File: config.mk
export PLATFORM = sky130hd
export DESIGN_NAME = spi_slave_rx
export DESIGN_NICKNAME = d
export VERILOG_FILES = /design/src/rtl/spi_slave_rx.sv
export SDC_FILE = /design/constraint.sdc
export NUM_CORES = 1
export LEC_CHECK = 0
export BUFFER_PORTS_ARGS = -buffer_cell sky130_fd_sc_hd__buf_2
export CAP_MARGIN = 40
export CORE_UTILIZATION = 58
export CTS_CLUSTER_DIAMETER = 100
export DETAILED_ROUTE_END_ITERATION = 8
export PLACE_DENSITY = 0.86
export SYNTH_ARGS = -nofsm -noshare
export SYNTH_HDL_FRONTEND = slang
export SYNTH_SLANG_ARGS = --single-unit
File: constraint.sdc
create_clock -name clk -period 2.5 [get_ports clk]
set_input_delay 0.25 -clock clk [delete_from_list [all_inputs] [get_ports clk]]
set_output_delay 0.25 -clock clk [all_outputs]
set_load 0.02 [all_outputs]
File: src/rtl/spi_slave_rx.sv
// SPI mode-0 receive front end: synchronizes the SPI pins into clk, deserializes
// MSB-first bytes and buffers them in a small FIFO for the downstream I2C converter.
module spi_slave_rx #(
  parameter int FIFO_DEPTH  = 4,
  parameter int SYNC_STAGES = 2
) (
  input  logic                          clk,
  input  logic                          reset,
  input  logic                          spi_sclk,
  input  logic                          spi_mosi,
  input  logic                          spi_cs_n,
  output logic [7:0]                    data,
  output logic                          start,
  input  logic                          ready,
  input  logic                          clr_flags,
  output logic                          overflow,
  output logic                          frame_err,
  output logic [$clog2(FIFO_DEPTH):0]   fifo_count
);

  localparam int AW = $clog2(FIFO_DEPTH);
  localparam logic [AW:0] DEPTH_L = (AW+1)'(FIFO_DEPTH);

  logic [SYNC_STAGES-1:0] r_sclk_sync;
  logic [SYNC_STAGES-1:0] r_mosi_sync;
  logic [SYNC_STAGES-1:0] r_cs_sync;
  logic                   r_sclk_hist;
  logic                   r_cs_hist;

  logic [7:0]             r_shift;
  logic [2:0]             r_bit_cnt;
  logic                   r_push_vld;

  logic [7:0]             r_mem [FIFO_DEPTH];
  logic [AW-1:0]          r_wr_ptr;
  logic [AW-1:0]          r_rd_ptr;
  logic [AW:0]            r_count;
  logic                   r_overflow;
  logic                   r_frame_err;

  logic w_sclk_s, w_mosi_s, w_cs_s;
  logic w_sclk_rise, w_cs_rise;
  logic w_pop, w_full, w_push_ok, w_ovf_set, w_ferr_set;

  assign w_sclk_s    = r_sclk_sync[SYNC_STAGES-1];
  assign w_mosi_s    = r_mosi_sync[SYNC_STAGES-1];
  assign w_cs_s      = r_cs_sync[SYNC_STAGES-1];
  assign w_sclk_rise = w_sclk_s & ~r_sclk_hist;
  assign w_cs_rise   = w_cs_s & ~r_cs_hist;

  always_ff @(posedge clk or negedge reset) begin
    if (!reset) begin
      r_sclk_sync <= '0;
      r_mosi_sync <= '0;
      r_cs_sync   <= '1;
      r_sclk_hist <= 1'b0;
      r_cs_hist   <= 1'b1;
    end else begin
      r_sclk_sync <= {r_sclk_sync[SYNC_STAGES-2:0], spi_sclk};
      r_mosi_sync <= {r_mosi_sync[SYNC_STAGES-2:0], spi_mosi};
      r_cs_sync   <= {r_cs_sync[SYNC_STAGES-2:0], spi_cs_n};
      r_sclk_hist <= w_sclk_s;
      r_cs_hist   <= w_cs_s;
    end
  end

  // The completed byte is pushed straight from r_shift one cycle later; the
  // sclk rate limit guarantees no further shift happens before the write.
  always_ff @(posedge clk or negedge reset) begin
    if (!reset) begin
      r_shift    <= '0;
      r_bit_cnt  <= '0;
      r_push_vld <= 1'b0;
    end else begin
      r_push_vld <= 1'b0;
      if (w_cs_s) begin
        r_bit_cnt <= '0;
      end else if (w_sclk_rise) begin
        r_shift   <= {r_shift[6:0], w_mosi_s};
        r_bit_cnt <= r_bit_cnt + 3'd1;
        if (r_bit_cnt == 3'd7) r_push_vld <= 1'b1;
      end
    end
  end

  assign w_pop      = start & ready;
  assign w_full     = (r_count == DEPTH_L);
  assign w_push_ok  = r_push_vld & (~w_full | w_pop);
  assign w_ovf_set  = r_push_vld & w_full & ~w_pop;
  assign w_ferr_set = w_cs_rise & (r_bit_cnt != 3'd0);

  always_ff @(posedge clk or negedge reset) begin
    if (!reset) begin
      for (int unsigned i = 0; i < FIFO_DEPTH; i++) r_mem[i] <= '0;
      r_wr_ptr <= '0;
      r_rd_ptr <= '0;
      r_count  <= '0;
    end else begin
      if (w_push_ok) begin
        r_mem[r_wr_ptr] <= r_shift;
        r_wr_ptr        <= r_wr_ptr + AW'(1);
      end
      if (w_pop) r_rd_ptr <= r_rd_ptr + AW'(1);
      case ({w_push_ok, w_pop})
        2'b10:   r_count <= r_count + (AW+1)'(1);
        2'b01:   r_count <= r_count - (AW+1)'(1);
        default: r_count <= r_count;
      endcase
    end
  end

  always_ff @(posedge clk or negedge reset) begin
    if (!reset) begin
      r_overflow  <= 1'b0;
      r_frame_err <= 1'b0;
    end else begin
      if (w_ovf_set)      r_overflow <= 1'b1;
      else if (clr_flags) r_overflow <= 1'b0;
      if (w_ferr_set)     r_frame_err <= 1'b1;
      else if (clr_flags) r_frame_err <= 1'b0;
    end
  end

  assign data       = r_mem[r_rd_ptr];
  assign start      = (r_count != '0);
  assign fifo_count = r_count;
  assign overflow   = r_overflow;
  assign frame_err  = r_frame_err;

endmodule

Yosys cells after proc, flatten, opt, wreduce, memory -nomap -nowiden:

Cells that the tools add are included.

* flip-flop bits (word level): 61
* input bits: 7
* output and inout bits: 14

* add/sub/neg operators: 5
* order comparisons: 3
* equality and inequality tests: 4
* mux-type cells: 15
* bitwise gates (word level): 15
* reductions and logical operators: 8

Operators by type and width (number)
* $bwmux W32: 1
* $mux W8: 3
* $bmux W8 S2: 1
* $demux W8 S2: 1
* $reduce_bool A2 Y1: 4
* $and A1 B1 Y1: 7
* $add A3 B1 Y3 const B: 2
* $eq A3 B3 Y1 const B: 2
* $ge A3 B3 Y1 const B: 2
* $mux W1: 6
* $mux W3: 2
* $not A2 Y3: 2
* $pmux W3 S2: 1
* $reduce_bool A3 Y1: 2
* $not A1 Y1: 5
* $add A2 B1 Y2 const B: 2
* $lt A3 B1 Y1 const B: 1
* $sub A3 B1 Y3 const B: 1
* $eq A2 B1 Y1 const B: 1
* $eq A2 B2 Y1 const B: 1
* $reduce_and A2 Y1: 1
* $logic_and A1 B1 Y1: 1
* $or A1 B1 Y1: 1

Longest topological paths before layout:

* word-level depth: 6
* depth in mapped cells: 8
* mapped depth without buffers: 8

Worst setup path after synthesis:

No wires, ideal clock.

* path type: reg-to-reg
* start: register r_count[1], in the netlist fifo_count[1]
* end: register r_count[2], in the netlist fifo_count[2]
* setup time: 0.080 ns
* data arrival time: 2.133 ns
* required time: 2.420 ns
* slack: 0.287 ns
* cell stages (with the launch flop): 9
* buffers on the path: 0
* period minus slack after synthesis: 2.213 ns
* cells stage by stage: dfrtp_1 -> nor4b_4 -> or2b_2 -> ha_1 -> inv_1 -> fa_1 -> xor2_1 -> nor2_1 -> xor2_1

* longest elaborated chain between the ends: 6
* elaborated cells on any way between the ends: 12
* classes of those cells: add/sub (2); eq/ne (3); mux (1); bitwise (4); reduce/logical (2)

Ends and longest elaborated chain
* start, declared: line 37 `logic [AW:0] r_count;`
* start signal, assigned: line 105 `2'b10: r_count <= r_count + (AW+1)'(1);`
* start signal, assigned: line 106 `2'b01: r_count <= r_count - (AW+1)'(1);`
* start signal, assigned: line 107 `default: r_count <= r_count;`
* $reduce_bool A3 Y1 or $eq A3 B3 Y1 (tied branches): line 125, 87
* $and A1 B1 Y1 or $not A1 Y1 (tied branches): line 86, 88
* $or A1 B1 Y1: line 88 `assign w_push_ok = r_push_vld & (~w_full | w_pop);`
* $and A1 B1 Y1: line 88
* $eq A2 B1 Y1 or $eq A2 B2 Y1 (tied branches): line 104 `case ({w_push_ok, w_pop})`
* $pmux W3 S2 or $reduce_bool A2 Y1 (tied branches)

Parallel ways exist; a longest one is shown, timed or not.
A chain may end at the register's enable or synchronous reset.

Worst setup path in the final report:

Same ends and word-level chain as after synthesis.

==> impl_metrics.json <==
{
  "grt_pass1_vias": 1515,
  "r2r_slack_ns": 0.38,
  "end_kind": "flip-flop",
  "grt-ovfl-total": 0,
  "layout_min_cycle_time_ns": 2.119,
  "status": "finished, final reports clean",
  "fillCellCount": 274,
  "clkSinkCount": 61,
  "critPathSlowestCell": "dfrtp_1",
  "floorplan.die_area_sq_mm": 0.004726,
  "routabilityCongestion": 0.7691,
  "seq_area_frac_synth": 0.5923,
  "path_delay_family": "simple AND/OR/NAND/NOR gates",
  "syn-mean-instance-area_sq_um": 15.47,
  "pin_count": 21,
  "clk_latency_ns": 0.33,
  "setup_viol": 0,
  "vias": 1412,
  "endpoint": "fifo_count[2]",
  "worstSetupPathType": "flip-flop to flip-flop",
  "finalHoldViolations": 0,
  "cap_viol_max_count": 0,
  "cts_max_level": 3,
  "synth_nets": 183,
  "grt_usage": 0.2318,
  "drive_gt1_frac": 0.4804,
  "ir_drop_mv": 0.4570,
  "cts_inserted_buffers": 9,
  "core_area_sq_mm": 0.004144,
  "r2r-start": "fifo_count[1]",
  "met3_wirelength_um": 214,
  "max_stage_delay_ns": 0.45,
  "path_buf_inv": 1,
  "final_cell_mix": "dfrtp_1, mux2_2, buf_2, clkbuf_8, inv_1",
  "clock.fmax_mhz": 471.8,
  "cp-start-kind": "flip-flop",
  "cts.reportedPaths.clkPinSlew_ns": 0.07,
  "final.setup.tns_ns": 0,
  "grt_pass1_wl_um": 7320,
  "via_per_inst": 5.559,
  "cp_cell_sequence": "nor4b_4, or2b_2, ha_1, inv_1, fa_1, xor2_1, nor2_1, xor2_1",
  "ys_seq_elements": 61,
  "worstReg2RegEnd": "fifo_count[2]",
  "highest_layer": "met4",
  "critPathLaunch": "fifo_count[1]",
  "final_common_cell": "dfrtp_1",
  "rsz0062_at_grt": "false",
  "leakagePower_nw": 1.490,
  "area_growth_pct": 16.37,
  "worst_pin_slew_ns": 0.6490,
  "die_y_um": 68.75,
  "path_common_cell": "xor2_1",
  "num_rows": 23,
  "routed_wl_um": 4419,
  "p_per_area_mw_per_mm2": 884.7,
  "relSlewSlack": 0.5674,
  "hpwl_um": 2918,
  "worstSetupPathDepth": 8,
  "antenna_found_initial": 0,
  "ys.warnings.count": 0,
  "port_buffers": 20,
  "drv_slew": 0,
  "cts_resized": 0,
  "grt_max_degree": 62,
  "synth_cell_types": 25,
  "finClkSkew_ns": 0.007428,
  "clockBufferDepth": 2,
  "met1_length_um": 1883,
  "period_share": 0.8477,
  "chipWidth_um": 68.75,
  "final_antenna_net_count": 0,
  "crit_arrival_ns": 2.37,
  "antennaDiodeCount": 0,
  "wl_met2_um": 2269,
  "path_max_fanout": 6,
  "cts_tree": "done",
  "syn_inst": 167,
  "hp-class": "input pin to flip-flop",
  "drc": 0,
  "crit_required_ns": 2.75,
  "power_mw": 2.660,
  "routedWlPerCell_um": 17.40,
  "drtIter0Drc": 51,
  "syn-cell-area_sq_mm": 0.002584,
  "post_cts_buffers": 0,
  "start_util": 0.6235,
  "firstDrtPassIters": 4,
  "nNetsFinal": 215,
  "cts_root_buf": "clkbuf_8",
  "r2r_cells": 8
}
-- cell usage after synthesis, drive strengths merged --
master / n / area [sq um]
dfrtp: 58 / 1451
mux2: 41 / 461.7
inv: 10 / 37.54
nor2: 9 / 46.29
ha: 8 / 100.1
mux4: 8 / 180.2
nand2: 7 / 26.28
xnor2: 4 / 35.03
dfstp: 3 / 78.83
xor2: 3 / 26.28
buf: 2 / 8.750
mux2i: 2 / 20.02
o21ai: 2 / 10.01
and2: 1 / 6.260
clkbuf: 1 / 3.750
fa: 1 / 20.02
nand2b: 1 / 6.260
nor2b: 1 / 6.260
nor4b: 1 / 23.77
o31a: 1 / 10.01
o32ai: 1 / 8.760
or2b: 1 / 8.760
or3: 1 / 7.510
-- layer usage --
layer	track usage	up-vias
met5	0	-
met4	0.09184	0
li1	-	644
met2	0.3787	29
met1	0.2771	732
met3	0.08882	7
-- layout make-up --
type	instances	area [sq um]	area share
clock buffers	12	155.1	0.05160
repair buffers	24	147.6	0.04911
well taps	50	62.56	0.02081
clock inverters	4	70.07	0.02330
flip-flops and latches	61	1530	0.5089
multi-input cells	93	1003	0.3337
inverters	10	37.54	0.01248
-- how the worst min path moves through the flow --
stage	startpoint	endpoint	slack, ns	depth (start not counted)
after detailed placement	reset	r_wr_ptr[0]	0.27	2
after global placement	reset	overflow	0.27	2
final	spi_sclk	r_sclk_sync[0]	0.02	1
after floorplan	reset	fifo_count[0]	-0.05	0
after CTS	spi_cs_n	r_cs_sync[0]	0.004	1
after global routing	spi_mosi	r_mosi_sync[0]	0.006	1
-- sequential cells by signal, summed over array words and instances (netlist names), 2 cells and up --
register	cells
r_wr_ptr	2
r_mem	32
r_mosi_sync	2
fifo_count	3
r_shift	8
r_sclk_sync	2
r_rd_ptr	2
r_bit_cnt	3
r_cs_sync	2
-- timing repair --
action / in CTS / in global routing
hold buffers: 1 / 1
setup endpoints to repair: 0 / 0
endpoints found under the hold margin: 58 / 1
-- cell families (layout without fill, tap and decap cells) --
| kind of cell | count (synthesis) | after routing | synth area share |
|---|---|---|---|
| flip-flops | 61 | 61 | 0.5923 |
| multiplexers | 51 | 51 | 0.2562 |
| AND/OR/NAND/NOR | 22 | 22 | 0.05085 |
| buffers and inverters | 13 | 50 | 0.01937 |
| adder cells (fa/ha/maj) | 9 | 9 | 0.04649 |
| XOR/XNOR | 7 | 7 | 0.02373 |
| AO/OA/AOI/OAI | 4 | 4 | 0.01114 |
-- power by group --
part	switching [mW]	internal, mW	total, mW
sequential	0.212	1.09	1.31
combinational	0.172	0.210	0.382
clock	0.360	0.612	0.972
-- worst register-to-register path: stages, from the launching register on --
cell     delay (ns)
dfrtp_1        0.45
nor4b_4        0.33
or2b_2         0.19
ha_1           0.18
inv_1          0.06
fa_1           0.37
xor2_1         0.16
nor2_1         0.12
xor2_1         0.18
-- per-stage QoR --
stage               cells  hold WS [ns]    util  instance area, sq um  setup WS [ns]
detailed placement    236        0.2741  0.6664                  2761         0.3715
global placement      236        0.2719  0.6664                  2761         0.5416
floorplan             167      -0.04559       -                  2584         0.2872
CTS                   253      0.004177  0.7231                  2997         0.3409
global route          254      0.005593  0.7255                  3007         0.2511
finish                254       0.02132  0.7255                  3007         0.3807
No activity file was read; power rests on OpenSTA's default activity.
